**src/rtl/fpu_pkg.sv**
```systemverilog
// Shared definitions for the FPU issuer: opcode map, result error codes
// and the issuer state encoding.
package fpu_pkg;

    localparam logic [3:0] OP_FADD  = 4'd1;
    localparam logic [3:0] OP_FSUB  = 4'd2;
    localparam logic [3:0] OP_FMUL  = 4'd3;
    localparam logic [3:0] OP_FDIV  = 4'd4;
    localparam logic [3:0] OP_FEQ   = 4'd5;
    localparam logic [3:0] OP_FLT   = 4'd6;
    localparam logic [3:0] OP_FLE   = 4'd7;
    localparam logic [3:0] OP_FSQRT = 4'd8;
    localparam logic [3:0] OP_FNEG  = 4'd9;
    localparam logic [3:0] OP_ITOF  = 4'd10;
    localparam logic [3:0] OP_FTOI  = 4'd11;

    localparam logic [2:0] ERR_OK  = 3'd0;
    localparam logic [2:0] ERR_FPU = 3'd1;
    localparam logic [2:0] ERR_ILL = 3'd2;
    localparam logic [2:0] ERR_TO  = 3'd3;

    typedef enum logic [2:0] {
        ST_IDLE,
        ST_ISSUE,
        ST_WAIT,
        ST_DELIVER,
        ST_DELIVER_TO,
        ST_DRAIN
    } state_t;

    // Opcodes outside the contiguous FADD..FTOI range never reach the FPU.
    function automatic logic is_legal_op(input logic [3:0] ope);
        return (ope >= OP_FADD) && (ope <= OP_FTOI);
    endfunction

endpackage

```
**src/rtl/fpu_cmd_fifo.sv**
```systemverilog
// Command FIFO for the FPU issuer; head entry is visible combinationally
// so the issuer can decode the opcode in the same cycle it pops.
module fpu_cmd_fifo #(
    parameter int DEPTH = 4,
    parameter int WIDTH = 72
) (
    input  logic             clk,
    input  logic             rst,
    input  logic             i_push,
    input  logic [WIDTH-1:0] i_wdata,
    input  logic             i_pop,
    output logic [WIDTH-1:0] o_rdata,
    output logic             o_empty,
    output logic             o_full
);

    localparam int AW = $clog2(DEPTH);

    logic [WIDTH-1:0] r_mem [DEPTH];
    // One extra pointer bit separates the full and empty cases.
    logic [AW:0]      r_wr_ptr;
    logic [AW:0]      r_rd_ptr;

    always_ff @(posedge clk) begin
        if (rst) begin
            r_wr_ptr <= '0;
            r_rd_ptr <= '0;
        end else begin
            if (i_push) begin
                r_wr_ptr <= r_wr_ptr + (AW+1)'(1);
            end
            if (i_pop) begin
                r_rd_ptr <= r_rd_ptr + (AW+1)'(1);
            end
        end
    end

    always_ff @(posedge clk) begin
        if (i_push) begin
            r_mem[r_wr_ptr[AW-1:0]] <= i_wdata;
        end
    end

    assign o_rdata = r_mem[r_rd_ptr[AW-1:0]];
    assign o_empty = (r_wr_ptr == r_rd_ptr);
    assign o_full  = (r_wr_ptr[AW] != r_rd_ptr[AW]) &&
                     (r_wr_ptr[AW-1:0] == r_rd_ptr[AW-1:0]);

endmodule

```
**src/rtl/fpu_issuer.sv**
```systemverilog
// Requester-side master for the FPU: queues commands, issues one op at a
// time, tags and returns each result, and recovers from a hung FPU.
module fpu_issuer
    import fpu_pkg::*;
#(
    parameter int DEPTH   = 4,
    parameter int TAG_W   = 4,
    parameter int TIMEOUT = 64
) (
    input  logic             clk,
    input  logic             rst,
    input  logic             cmd_vld,
    output logic             cmd_rdy,
    input  logic [3:0]       cmd_ope,
    input  logic [31:0]      cmd_in1,
    input  logic [31:0]      cmd_in2,
    input  logic [TAG_W-1:0] cmd_tag,
    output logic             f_in_vld,
    input  logic             f_in_rdy,
    output logic [3:0]       f_ope_data,
    output logic [31:0]      f_in1_data,
    output logic [31:0]      f_in2_data,
    input  logic             f_out_vld,
    output logic             f_out_rdy,
    input  logic [31:0]      f_out_data,
    input  logic [2:0]       f_err,
    output logic             res_vld,
    input  logic             res_rdy,
    output logic [31:0]      res_data,
    output logic [TAG_W-1:0] res_tag,
    output logic [2:0]       res_err
);

    localparam int             FW      = 4 + 32 + 32 + TAG_W;
    localparam int             CW      = $clog2(TIMEOUT);
    localparam logic [CW-1:0]  TO_LAST = CW'(TIMEOUT - 1);

    logic             w_push;
    logic             w_pop;
    logic             w_empty;
    logic             w_full;
    logic [FW-1:0]    w_head;
    logic [3:0]       w_ope;
    logic [31:0]      w_in1;
    logic [31:0]      w_in2;
    logic [TAG_W-1:0] w_tag;

    state_t           r_state;
    logic [CW-1:0]    r_cnt;
    logic             r_f_in_vld;
    logic [3:0]       r_f_ope;
    logic [31:0]      r_f_in1;
    logic [31:0]      r_f_in2;
    logic             r_f_out_rdy;
    logic             r_res_vld;
    logic [31:0]      r_res_data;
    logic [TAG_W-1:0] r_res_tag;
    logic [2:0]       r_res_err;

    assign cmd_rdy = !rst && !w_full;
    assign w_push  = cmd_vld && cmd_rdy;
    assign w_pop   = (r_state == ST_IDLE) && !w_empty;
    assign {w_ope, w_in1, w_in2, w_tag} = w_head;

    fpu_cmd_fifo #(
        .DEPTH (DEPTH),
        .WIDTH (FW)
    ) u_fifo (
        .clk     (clk),
        .rst     (rst),
        .i_push  (w_push),
        .i_wdata ({cmd_ope, cmd_in1, cmd_in2, cmd_tag}),
        .i_pop   (w_pop),
        .o_rdata (w_head),
        .o_empty (w_empty),
        .o_full  (w_full)
    );

    always_ff @(posedge clk) begin
        if (rst) begin
            r_state     <= ST_IDLE;
            r_cnt       <= '0;
            r_f_in_vld  <= 1'b0;
            r_f_ope     <= '0;
            r_f_in1     <= '0;
            r_f_in2     <= '0;
            r_f_out_rdy <= 1'b0;
            r_res_vld   <= 1'b0;
            r_res_data  <= '0;
            r_res_tag   <= '0;
            r_res_err   <= ERR_OK;
        end else begin
            case (r_state)
                ST_IDLE: begin
                    if (!w_empty) begin
                        // Tag is latched at pop so every exit path can report it.
                        r_res_tag <= w_tag;
                        if (is_legal_op(w_ope)) begin
                            r_f_ope    <= w_ope;
                            r_f_in1    <= w_in1;
                            r_f_in2    <= w_in2;
                            r_f_in_vld <= 1'b1;
                            r_state    <= ST_ISSUE;
                        end else begin
                            r_res_data <= '0;
                            r_res_err  <= ERR_ILL;
                            r_res_vld  <= 1'b1;
                            r_state    <= ST_DELIVER;
                        end
                    end
                end
                ST_ISSUE: begin
                    if (f_in_rdy) begin
                        r_f_in_vld  <= 1'b0;
                        r_f_out_rdy <= 1'b1;
                        r_cnt       <= '0;
                        r_state     <= ST_WAIT;
                    end
                end
                ST_WAIT: begin
                    // A result landing on the final count still wins over the timeout.
                    if (f_out_vld) begin
                        r_res_data  <= f_out_data;
                        r_res_err   <= f_err[0] ? ERR_FPU : ERR_OK;
                        r_res_vld   <= 1'b1;
                        r_f_out_rdy <= 1'b0;
                        r_state     <= ST_DELIVER;
                    end else if (r_cnt == TO_LAST) begin
                        r_res_data  <= '0;
                        r_res_err   <= ERR_TO;
                        r_res_vld   <= 1'b1;
                        r_f_out_rdy <= 1'b0;
                        r_state     <= ST_DELIVER_TO;
                    end else begin
                        r_cnt <= r_cnt + CW'(1);
                    end
                end
                ST_DELIVER: begin
                    if (res_rdy) begin
                        r_res_vld <= 1'b0;
                        r_state   <= ST_IDLE;
                    end
                end
                ST_DELIVER_TO: begin
                    if (res_rdy) begin
                        r_res_vld   <= 1'b0;
                        r_f_out_rdy <= 1'b1;
                        r_state     <= ST_DRAIN;
                    end
                end
                ST_DRAIN: begin
                    // The late result of the timed-out op is swallowed here.
                    if (f_out_vld) begin
                        r_f_out_rdy <= 1'b0;
                        r_state     <= ST_IDLE;
                    end
                end
                default: begin
                    r_state <= ST_IDLE;
                end
            endcase
        end
    end

    assign f_in_vld   = r_f_in_vld;
    assign f_ope_data = r_f_ope;
    assign f_in1_data = r_f_in1;
    assign f_in2_data = r_f_in2;
    assign f_out_rdy  = r_f_out_rdy;
    assign res_vld    = r_res_vld;
    assign res_data   = r_res_data;
    assign res_tag    = r_res_tag;
    assign res_err    = r_res_err;

endmodule
```
**config.mk**
```make
export PLATFORM = sky130hd
export DESIGN_NAME = fpu_issuer
export DESIGN_NICKNAME = d
export VERILOG_FILES = /design/src/rtl/fpu_pkg.sv /design/src/rtl/fpu_cmd_fifo.sv /design/src/rtl/fpu_issuer.sv
export SDC_FILE = /design/constraint.sdc
export NUM_CORES = 1
export LEC_CHECK = 0
export ABC_AREA = 1
export CELL_PAD_IN_SITES_DETAIL_PLACEMENT = 0
export CELL_PAD_IN_SITES_GLOBAL_PLACEMENT = 1
export CORE_UTILIZATION = 43
export DETAILED_ROUTE_END_ITERATION = 12
export GPL_TIMING_DRIVEN = 0
export PLACE_DENSITY_LB_ADDON = 0.1
export SLEW_MARGIN = 20
export SYNTH_ARGS = -nofsm -noshare
export SYNTH_HDL_FRONTEND = slang
export SYNTH_SLANG_ARGS = --single-unit
export TNS_END_PERCENT = 5
```
**constraint.sdc**
```tcl
create_clock -name clk -period 6.67 [get_ports clk]
set_input_delay 1.334 -clock clk [delete_from_list [all_inputs] [get_ports clk]]
set_output_delay 1.334 -clock clk [all_outputs]
set_load 0.05 [all_outputs]
```
* Word-level counts from Yosys, hierarchy flattened *
Memories as Yosys holds them, arrays and structs flattened. A register that Yosys moved wholly into a read port is not among the register bits.
Index checks and enable logic that the tools add are counted.

storage, ports and cells
  memories = 1
  bits in read-only memories = 0
  logic and storage cells = 107
  input port bits = 113
  register bits after elaboration = 125
  output and inout port bits = 111
  latch bits = 0
  bits in writable memories = 288

cells by class
  shift-type cells = 0
  multiply operators = 0
  reduce and logical (&&, ||, !) cells = 23
  $add $sub $neg = 3
  mux-type cells = 44
  equal/unequal tests = 20
  bitwise gates (word level) = 1
  div/mod/pow operators = 0
  $lt $le $gt $ge = 2

memory list
  name          words  bits a word  read ports  clocked after Yosys merged registers in  write ports  RTL line            RTL
  u_fifo.r_mem  4      72           1           1                                        1            fpu_cmd_fifo.sv:19  logic [WIDTH-1:0] r_mem [DEPTH];

operator list
  cell                   count
  $mux W32               4
  $pmux W32 S2           1
  $mux W3                11
  $mux W6                3
  $pmux W3 S6            1
  $mux W1                16
  $ne A2 B2 Y1 const B   8
  $pmux W6 S2            1
  $reduce_and A4 Y1      3
  $reduce_and A5 Y1      2
  $add A3 B1 Y3 const B  2
  $add A6 B1 Y6 const B  1
  $eq A3 B2 Y1 const B   2
  $eq A3 B3 Y1 const B   2
  $eq A6 B6 Y1 const B   1
  $mux W2                3
  $pmux W3 S2            1
  $reduce_and A6 Y1      1
  $reduce_bool A2 Y1     3
  $logic_and A1 B1 Y1    5
  $ge A4 B1 Y1 const B   1
  $le A4 B4 Y1 const B   1
  $ne A2 B1 Y1 const B   2
  $pmux W1 S4            1
  other kinds (15)       17

* Depth between registers and ports, before layout *
Gate-level depths: netlist of the first run.

  depth in word-level cells = 7
  mapped depth = 13
  mapped depth without buffers = 11

* Cells and area by module *
A second synthesis of the first run with hierarchy kept.

second synthesis, totals
  cell total of the unflattened synthesis = 1499
  area, all modules = 17201.5 um^2

by module, submodules not included
  module        sequential area each (um^2)  cells an instance  area each (um^2)  instances
  fpu_cmd_fifo  8808.4                       893                12602.1           1
  fpu_issuer    2362.3                       606                4599.4            1

* Least setup slack after synthesis of the first run *
No wires, ideal clock.

  kind = input port to flip-flop
  start point = input port rst
  end point = memory u_fifo.r_mem[3][0], enable pin
  arrival = 5.332 ns
  slack = 0.833 ns
  cell stages on the path = 6
  path through = clkbuf_1 > inv_1 > nand2_1 > inv_1 > nand2_1 > nor2_1

on the way
  word-level cells in the longest chain between the ends = 5

RTL lines
  item                           RTL line            RTL
  from (decl)                    fpu_issuer.sv:11    input logic rst,
  $logic_not A1 Y1               fpu_issuer.sv:60    assign cmd_rdy = !rst && !w_full;
  $logic_and A1 B1 Y1            fpu_issuer.sv:60
  named net cmd_rdy              fpu_issuer.sv:13    output logic cmd_rdy,
  $logic_and A1 B1 Y1            fpu_issuer.sv:61    assign w_push = cmd_vld && cmd_rdy;
  $mux W1                        fpu_cmd_fifo.sv:39  if (i_push) begin
  $mux W1 (implied by the code)  fpu_cmd_fifo.sv:40  r_mem[r_wr_ptr[AW-1:0]] <= i_wdata;
  to (decl)                      fpu_cmd_fifo.sv:19

The timed path passes the listed nets, and every way through them passes these cells.

* Worst setup path in the final report of the first run *
  start point = input port rst
  end point = output port cmd_rdy

on the way
  word-level cells in the longest chain between the ends = 2

RTL lines
  item                 RTL line
  $logic_not A1 Y1     fpu_issuer.sv:60
  $logic_and A1 B1 Y1  fpu_issuer.sv:60
  to (decl)            fpu_issuer.sv:13

Every way passes these cells.

==> metrics, run 1 <==
Seq cells post-synth 414; Tot Pwr 9.06 mW; hold depth 2; final slew viol count 0; RSZ-0062 raised after global routing false; Final Net Count 1742; Final Util 0.565; CP arrival 2990 ps; Post-Syn Area 15600 um^2; Clock Skews 23.3 ps; RD Place Congestion 0.804; Tmin final 4330 ps; LEAKAGE 6.88 nW; Max VDD drop 0.289 mV; die span in x 192 um; # placed instances 2038; Yosys warning count 0; reg2reg setup slack 4120 ps; pin count of the biggest net entering global routing 23; fin crit share 0.648; Root Buffer clkbuf_16; io pins 224; CTS buffer count 44; synthesized area per cell 11.6 um^2; Yosys top cell area share 0.556; TNS Setup 0 ps; overall routing resource usage 0.212; number of enable flip-flop cells after synthesis 288; Final setup viols 0; total gr overflow 0; Max clock buf depth 3; Worst Setup Path Type input pin to output pin; hold endpoint r_cnt[4]; status finished clean; # rows 69; detailed placement HPWL 25800 um; crit start category input pin; antenna viol nets, final 0; Setup Buffers After CTS 0; first-pass iteration count of the detailed router 5; worst setup margin 2340 ps; Max-slew headroom 0.426; cell area after layout 20100 um^2; PwrDens 450 nW/um^2; FF-to-FF path depth 8; Routed Wire Length 38900 um; first-pass GRT wire length 59100 um; worst hold slack 449 ps; Fillers 3076; fraction of registers with async set/reset 0; top-count cell post-synth edfxtp_1; area of the multi-input gates 3870 um^2; worst r2r src u_fifo.r_wr_ptr[0]; synth cell count leaders 288 x edfxtp_1, 240 x nand2_1, 169 x nor2_1; Net Sw Frac 0.389; sequential share of power 0.352; Sw Pwr 3.52 mW; Most used DFF post-synth edfxtp_1; clock sink count 414; Clock Power Share 0.260; vias in the first global route 10500; detailed-route via count 10800; ratio of cells with drive above 1 in the final layout 0.103; CTS HTree Levels 2; dominant cell type by area after synthesis edfxtp_1; Crit Path Max Fanout 9; Max Clk Rate 231 MHz; Net Count, Synth 1463; register area share after synthesis 0.718; Worst-Margin Slew 861 ps; layout overhead on the synthesized area 29.2%; Combinational Power Share 0.389; Initial Util 0.438; setup slack at placement 2310 ps; Via-to-Cell Ratio 5.07; clock tree from TritonCTS done; hold path startpoint r_cnt[4]; number of library cell types mapped by synthesis 39; max_cap viols 0; DR iter-0 viols 634; cells after synthesis 1344; Synth area leaders edfxtp_1 56%, dfxtp_1 16%, nand2_1 5.8%, o21ai_0 4.8%, nor2_1 4.1%; Die ar. 37000 um^2; worst skew pair latency 550 ps; fin cells 2123; antenna violations before repair 4; Die Y-Extent 192 um; post-cts sizing count 0; clock transition at the registers of the reported paths 60 ps; number of buffers added on ports 219; worst r2r dst u_fifo.r_mem[3][19]; # DRC 0; wire per inst 18.3 um; CP Capture Type output pin; placement-stage cell area 18700 um^2; worst hold path class flop to flop; Hold Vio Cnt, Final 0; FF+latch area 11200 um^2; core area 35600 um^2; internal cell power 5.53 mW; Hold Buf Count CTS 0; Req. time, crit path 5340 ps
## power by group through the flow
stage	clock, mW	sequential, mW	combinational [mW]
5_1_grt	2.51	3.21	3.86
3_3_place_gp	0	3.25	3.52
3_5_place_dp	0	3.24	3.56
4_1_cts	2.41	3.19	3.58
2_1_floorplan	0	3.93	1.63
6_report	2.35	3.18	3.52
## worst max path at each step
| stage | start | end | cells after the start | slack (ps) |
|---|---|---|---|---|
| after floorplan | rst | u_fifo.r_mem[3][0] | 6 | 830 |
| after global placement | rst | u_fifo.r_mem[3][11] | 6 | -2080 |
| after detailed placement | rst | cmd_rdy | 5 | 2310 |
| after global routing | rst | cmd_rdy | 5 | 2230 |
| final | rst | cmd_rdy | 5 | 2340 |
| after CTS | rst | cmd_rdy | 5 | 2300 |
## layout by cell type, fill, tap and decap left out, types with 3 or more instances in the layout
cell type | netlist | layout
a31oi_1 | 4 | 4
nand3b_1 | 3 | 3
inv_6 | 0 | 3
o21ai_0 | 149 | 149
clkbuf_16 | 0 | 45
clkdlybuf4s50_1 | 0 | 219
clkinv_1 | 0 | 6
buf_2 | 25 | 25
diode_2 | 0 | 3
nor2_2 | 4 | 4
clkinv_2 | 0 | 8
nand4_1 | 3 | 3
nand2_1 | 240 | 240
o21ai_1 | 5 | 5
ha_1 | 6 | 6
nand3_1 | 13 | 13
dfxtp_1 | 126 | 126
buf_4 | 4 | 4
buf_6 | 8 | 8
a21oi_2 | 10 | 10
nand2_2 | 12 | 12
inv_1 | 25 | 25
inv_2 | 7 | 7
nor2_4 | 1 | 5
buf_12 | 0 | 9
nor2_1 | 169 | 165
clkbuf_8 | 0 | 10
clkbuf_1 | 42 | 50
nor3_1 | 3 | 3
edfxtp_1 | 288 | 288
nand3_2 | 7 | 7
o22ai_1 | 64 | 64
buf_16 | 0 | 5
a21oi_1 | 108 | 108
## worst max-delay path, cell delays in order
cell and delay (ps):
clkbuf_1 460, inv_1 280, nand2_1 150, inv_1 60
clkdlybuf4s50_1 690
## metal layers
metal  wire length (um)  vias to the layer above  track usage  share of wire
met3               2220                       49       0.0436          0.057
li1                   -                     5300            -              -
met1              17400                     5132        0.281           0.45
met5                 13                        -            0        0.00033
met2              18500                      271        0.354           0.48
met4                727                        2       0.0539          0.019
## cell families (layout without fill, tap and decap cells)
| group | after synthesis | after routing | synth area share |
|---|---|---|---|
| fa+ha+maj | 6 | 6 | 0.00482 |
| xor+xnor | 4 | 4 | 0.00225 |
| simple gates | 460 | 460 | 0.121 |
| compound gates | 343 | 343 | 0.119 |
| flops | 414 | 414 | 0.718 |
| other cells | 1 | 4 | 0.000241 |
| buf+inv | 116 | 431 | 0.0353 |
## area by class of cell
type | instances | area share
Sequential cell | 414 | 0.556
Multi-Input combinational cell | 814 | 0.193
Timing Repair Buffer | 233 | 0.125
Clock buffer | 64 | 0.0647
Tap cell | 461 | 0.0287
Buffer | 82 | 0.0207
Inverter | 34 | 0.00660
Clock inverter | 18 | 0.00591
Antenna cell | 3 | 0.000373
## registers in the layout, indices dropped and copies added, names as in the netlist, named ones only
name	count
res_data	32
f_in_vld	1
f_in2_data	32
res_vld	1
f_out_rdy	1
r_cnt	6
r_state	3
u_fifo.r_mem	288
f_ope_data	4
res_tag	4
u_fifo.r_wr_ptr	3
u_fifo.r_rd_ptr	3
f_in1_data	32
res_err	2
(Power assumes the default switching activity.)
==> run 2, diff against run 1 <==
--- a/config.mk
+++ b/config.mk
@@ -8,7 +8,7 @@
 export ABC_AREA = 1
 export CELL_PAD_IN_SITES_DETAIL_PLACEMENT = 0
 export CELL_PAD_IN_SITES_GLOBAL_PLACEMENT = 1
-export CORE_UTILIZATION = 43
+export CORE_UTILIZATION = 39
 export DETAILED_ROUTE_END_ITERATION = 12
 export GPL_TIMING_DRIVEN = 0
 export PLACE_DENSITY_LB_ADDON = 0.1
==> constraint.sdc (replaced) <==
create_clock -name clk -period 3.5 [get_ports clk]
set_input_delay 0.7 -clock clk [delete_from_list [all_inputs] [get_ports clk]]
set_output_delay 0.7 -clock clk [all_outputs]
set_load 0.05 [all_outputs]
==> metrics, run 2 (synthesis results as in run 1) <==
CP top delay family buffers and inverters; CTS buffer count 45 (+2.3%); clock transition at the registers of the reported paths 60 ps (about the same); TNS Setup 0 ps (unchanged); CTS HTree Levels 2 (unchanged); # DRC 0 (unchanged); Setup Buffers After CTS 0 (unchanged); Die Y-Extent 202 um (+4.9%); wire per inst 18.4 um (+0.38%); worst skew pair latency 570 ps (+20 ps); most frequent cells in the layout 288 x edfxtp_1, 240 x nand2_1, 219 x clkdlybuf4s50_1, 165 x nor2_1, 149 x o21ai_0; max reg flops 288 (unchanged); clock tree from TritonCTS done; total gr overflow 0 (unchanged); Routed Wire Length 40200 um (+3.2%); pin count of the biggest net entering global routing 23 (unchanged); Max-slew headroom 0.390 (-0.0362); CP bufs+invs 4 (unchanged); Die ar. 40700 um^2 (+10%); Worst Setup Path Type input pin to output pin; clock sink count 414 (unchanged); Final Net Count 1743 (+0.057%); CP max stage cell clkdlybuf4s50_1; Critical Path Stages 5 (unchanged); CP arrival 2430 ps (-560 ps); status finished clean; antenna violations before repair 6 (+2); PwrDens 874 nW/um^2 (+94%); first-pass GRT wire length 62000 um (+4.9%); FF-to-FF path depth 8 (unchanged); DR iter-0 viols 607 (-4.3%); post-cts sizing count 0 (unchanged); max_cap viols 0 (unchanged); ratio of cells with drive above 1 in the final layout 0.109 (+0.00596); vias in the first global route 10800 (+2.8%); Req. time, crit path 2800 ps (-2540 ps); final slew viol count 0 (unchanged); RD Place Congestion 0.766 (-4.7%); layout overhead on the synthesized area 30.9%; Final setup viols 0 (unchanged); crit start category input pin; Worst-Margin Slew 916 ps (+54.3 ps); CP Capture Type output pin; io pins 224 (unchanged); CP max stage delay 690 ps (about the same); Crit Path Max Fanout 9 (unchanged); RSZ-0062 raised after global routing false; Hold Buf Count CTS 0 (unchanged); Max clock buf depth 3 (unchanged); Tot Pwr 17.8 mW (+97%); LEAKAGE 6.97 nW (+1.3%); core area 39000 um^2 (+9.7%); fin crit share 0.895; first-pass iteration count of the detailed router 5 (unchanged); CP dominant cell by count inv_1; Final Util 0.522 (-0.0432); detailed-route via count 10700 (-0.14%); overall routing resource usage 0.199 (-0.0124); Hold Vio Cnt, Final 0 (unchanged); Max Clk Rate 319 MHz; Max VDD drop 0.486 mV (+68%); Clock Skews 15.2 ps (-8.10 ps); cell area after layout 20400 um^2 (+1.3%); number of buffers added on ports 219 (unchanged); Initial Util 0.399 (-0.0386); Root Buffer clkbuf_16; cell breakdown of the critical path clkbuf_1 > inv_1 > nand2_1 > inv_1 > clkdlybuf4s50_1; placement-stage cell area 18800 um^2 (+0.42%); commonest non-fill, non-tap cell in the layout edfxtp_1; # rows 72 (+4.3%); Via-to-Cell Ratio 4.92 (-2.9%); hold depth 2 (unchanged); worst hold path class flop to flop; Tmin final 3130 ps; detailed placement HPWL 26700 um (+3.5%); antenna viol nets, final 0 (unchanged); die span in x 202 um (+4.9%)
run 2: cell types whose count changed in the layout (fill, tap and decap cells not counted), sizes merged:
cell      change
diode         +2
clkinv        +1
bufinv        +5
inv           -1
clkbuf        -5
clkinvlp      +1
run 2: worst register-to-register path: stages, from the launching register on:
cell	delay (ps)
dfxtp_1	410
xnor2_1	130
nand3_1	110
nand2_1	70
inv_1	80
nand2_1	270
nor2_4	610
buf_16	260
buf_12	210
run 2: through the flow:
| step | hold WS, ps | setup WS [ps] | cells |
|---|---|---|---|
| 6_report | 448 | 368 | 2183 |
| 5_1_grt | 468 | 218 | 2180 |
| 4_1_cts | 448 | 300 | 2178 |
| 3_5_place_dp | 438 | 241 | 2095 |
| 3_3_place_gp | 435 | -2420 | 2081 |
| 2_1_floorplan | 427 | -528 | 1344 |
run 2: layout make-up:
cell class                 count  area [um^2]
fill                        3446        18600
sequential                   414        11200
multi-input combinational    814         3870
timing repair buffer         233         2520
clock buffer                  59         1310
tap                          518          648
buffer                        82          417
clock inverter                24          284
inverter                      34          133
antenna                        5         12.5
run 2: layer usage:
layer	up-vias	wire length (um)	share of wire	GRT usage
met5	-	10	0.00025	0
met4	2	789	0.020	0.0639
met3	57	2010	0.050	0.0397
met2	242	19000	0.47	0.332
met1	5140	18300	0.46	0.262
li1	5298	-	-	-
run 2: path summary, 6_finish.rpt:
path	slack, ps	to	from
worst max-delay path	370	cmd_rdy	rst
worst min-delay path	450	res_err[1]	res_err[1]
worst max register to register	1040	u_fifo.r_mem[1][26]	u_fifo.r_wr_ptr[0]
worst min register to register	450	res_err[1]	res_err[1]
run 2: report_power, final:
group          switching (mW)  total [mW]  leakage [nW]  internal, mW
Sequential              0.278        6.06          3.64          5.78
Clock                    1.91        4.99         0.797          3.08
Combinational            4.63        6.74          2.53          2.11
==> run 3, diff against run 2 <==
--- a/config.mk
+++ b/config.mk
@@ -8,8 +8,9 @@
 export ABC_AREA = 1
 export CELL_PAD_IN_SITES_DETAIL_PLACEMENT = 0
 export CELL_PAD_IN_SITES_GLOBAL_PLACEMENT = 1
-export CORE_UTILIZATION = 39
+export CORE_UTILIZATION = 35
 export DETAILED_ROUTE_END_ITERATION = 12
+export GPL_ROUTABILITY_DRIVEN = 0
 export GPL_TIMING_DRIVEN = 0
 export PLACE_DENSITY_LB_ADDON = 0.1
 export SLEW_MARGIN = 20
==> metrics, run 3 (synthesis results as in run 1) <==
fin crit share 0.909 (+0.0141); max_cap viols 0 (unchanged); Max clock buf depth 3 (unchanged); Net Sw Frac 0.388 (+0.00475); reg2reg setup slack 960 ps (-80 ps); PwrDens 871 nW/um^2 (-0.34%); Die Y-Extent 213 um (+5.5%); Routed Wire Length 41500 um (+3.4%); hold endpoint res_err[1]; Fillers 4061 (+18%); worst r2r src u_fifo.r_wr_ptr[1]; FF-to-FF path depth 8 (unchanged); pin count of the biggest net entering global routing 23 (unchanged); Max-slew headroom 0.411 (+0.0219); Final Net Count 1745 (+0.11%); hold depth 2 (unchanged); overall routing resource usage 0.184 (-0.0150); worst hold slack 445 ps (-2.79 ps); worst r2r dst u_fifo.r_mem[0][19]; Crit. Startpoint rst; Die ar. 45300 um^2 (+11%); max reg flops 288 (unchanged); status finished clean; Hold Buf Count CTS 0 (unchanged); most frequent cells in the layout 288 x edfxtp_1, 240 x nand2_1, 219 x clkdlybuf4s50_1, 165 x nor2_1, 149 x o21ai_0; detailed placement HPWL 27600 um (+3.4%); Via-to-Cell Ratio 4.77 (-3.0%); Initial Util 0.358 (-0.0409); io pins 224 (unchanged); post-cts sizing count 0 (unchanged); LEAKAGE 6.95 nW (-0.32%); CP arrival 2480 ps (+50 ps); Root Buffer clkbuf_16; die span in x 213 um (+5.5%); total gr overflow 0 (unchanged); worst skew pair latency 570 ps (about the same); DR iter-0 viols 619 (+2.0%); antenna viol nets, final 0 (unchanged); Combinational Power Share 0.383 (+0.004); FF+latch area 11200 um^2 (unchanged); hold path startpoint res_err[1]; CTS HTree Levels 2 (unchanged); internal cell power 10.9 mW (-0.81%); # DRC 0 (unchanged); Clock Power Share 0.276 (-0.005); first-pass iteration count of the detailed router 5 (unchanged); detailed-route via count 10700 (-0.11%); clock transition at the registers of the reported paths 60 ps (about the same); Hold Vio Cnt, Final 0 (unchanged); CP Capture Type output pin; sequential share of power 0.341 (about the same); antenna violations before repair 4 (-2); clock tree from TritonCTS done; fin cells 2249 (+3.0%); Max VDD drop 0.551 mV (+13%); # placed instances 2163 (+3.2%); layout overhead on the synthesized area 31.3%; # rows 76 (+5.6%); Worst-Margin Slew 883 ps (-32.9 ps); wire per inst 18.5 um (+0.36%); Tmin final 3180 ps (+49.2 ps); first-pass GRT wire length 62400 um (+0.65%); Final setup viols 0 (unchanged); number of buffers added on ports 219 (unchanged); final slew viol count 0 (unchanged); Crit Path Max Fanout 9 (unchanged); commonest non-fill, non-tap cell in the layout edfxtp_1; vias in the first global route 10600 (-2.1%); CTS buffer count 46 (+2.2%); RSZ-0062 raised after global routing false; Setup Buffers After CTS 0 (unchanged); Sw Pwr 6.90 mW (+1.2%); crit start category input pin; ratio of cells with drive above 1 in the final layout 0.104 (-0.00501); Clock Skews 16.7 ps (+1.46 ps); Max Clk Rate 314 MHz (-1.5%); area of the multi-input gates 3870 um^2 (unchanged); Worst Setup Path Type input pin to output pin; clock sink count 414 (unchanged); Tot Pwr 17.8 mW (about the same); core area 43500 um^2 (+11%); worst hold path class flop to flop; Req. time, crit path 2800 ps (about the same)
==> run 3: per-layer routing <==
layer	GRT usage	wire, um	vias up
li1	-	-	5303
met1	0.245	18900	5090
met2	0.304	19500	268
met3	0.0353	2300	60
met4	0.0556	804	6
met5	0	26	-
==> run 3: final cells by class <==
| type | instances | share of cell area |
|---|---|---|
| Sequential cell | 414 | 0.547 |
| Multi-Input combinational cell | 814 | 0.190 |
| Timing Repair Buffer | 234 | 0.125 |
| Clock buffer | 63 | 0.0625 |
| Tap cell | 585 | 0.0358 |
| Buffer | 82 | 0.0204 |
| Clock inverter | 22 | 0.0130 |
| Inverter | 34 | 0.00649 |
| Antenna cell | 1 | 0.000122 |
==> run 3: power groups by stage <==
stage / Clock (mW) / Combinational [mW] / Sequential [mW]
floorplan: 0 / 3.11 / 7.49
global placement: 0 / 6.85 / 6.18
CTS: 5.04 / 6.92 / 6.08
global route: 5.22 / 7.44 / 6.13
finish: 4.91 / 6.81 / 6.07
detailed placement: 0 / 6.90 / 6.18
==> run 3: per-stage QoR <==
step / setup WS (ps) / utilization / TNS, ps / cell area [um^2]
final: 319 / 0.470 / 0 / 20400
after CTS: 207 / 0.470 / 0 / 20400
after floorplan: -528 / - / -114110 / 15600
after global routing: 200 / 0.470 / 0 / 20400
after detailed placement: 84.8 / 0.435 / 0 / 18900
after global placement: -2440 / 0.426 / -585500 / 18500
==> run 3: how the worst max path moves through the flow <==
stage	to	slack, ps
after global placement	u_fifo.r_mem[0][17]	-2440
after detailed placement	u_fifo.r_mem[0][17]	80
after CTS	cmd_rdy	210
after global routing	cmd_rdy	200
final	cmd_rdy	320
after floorplan	u_fifo.r_mem[0][0]	-530
==> run 3: critical path, stage by stage <==
cell	delay, ps
clkbuf_1	530
inv_1	300
nand2_1	180
inv_1	60
clkdlybuf4s50_1	690
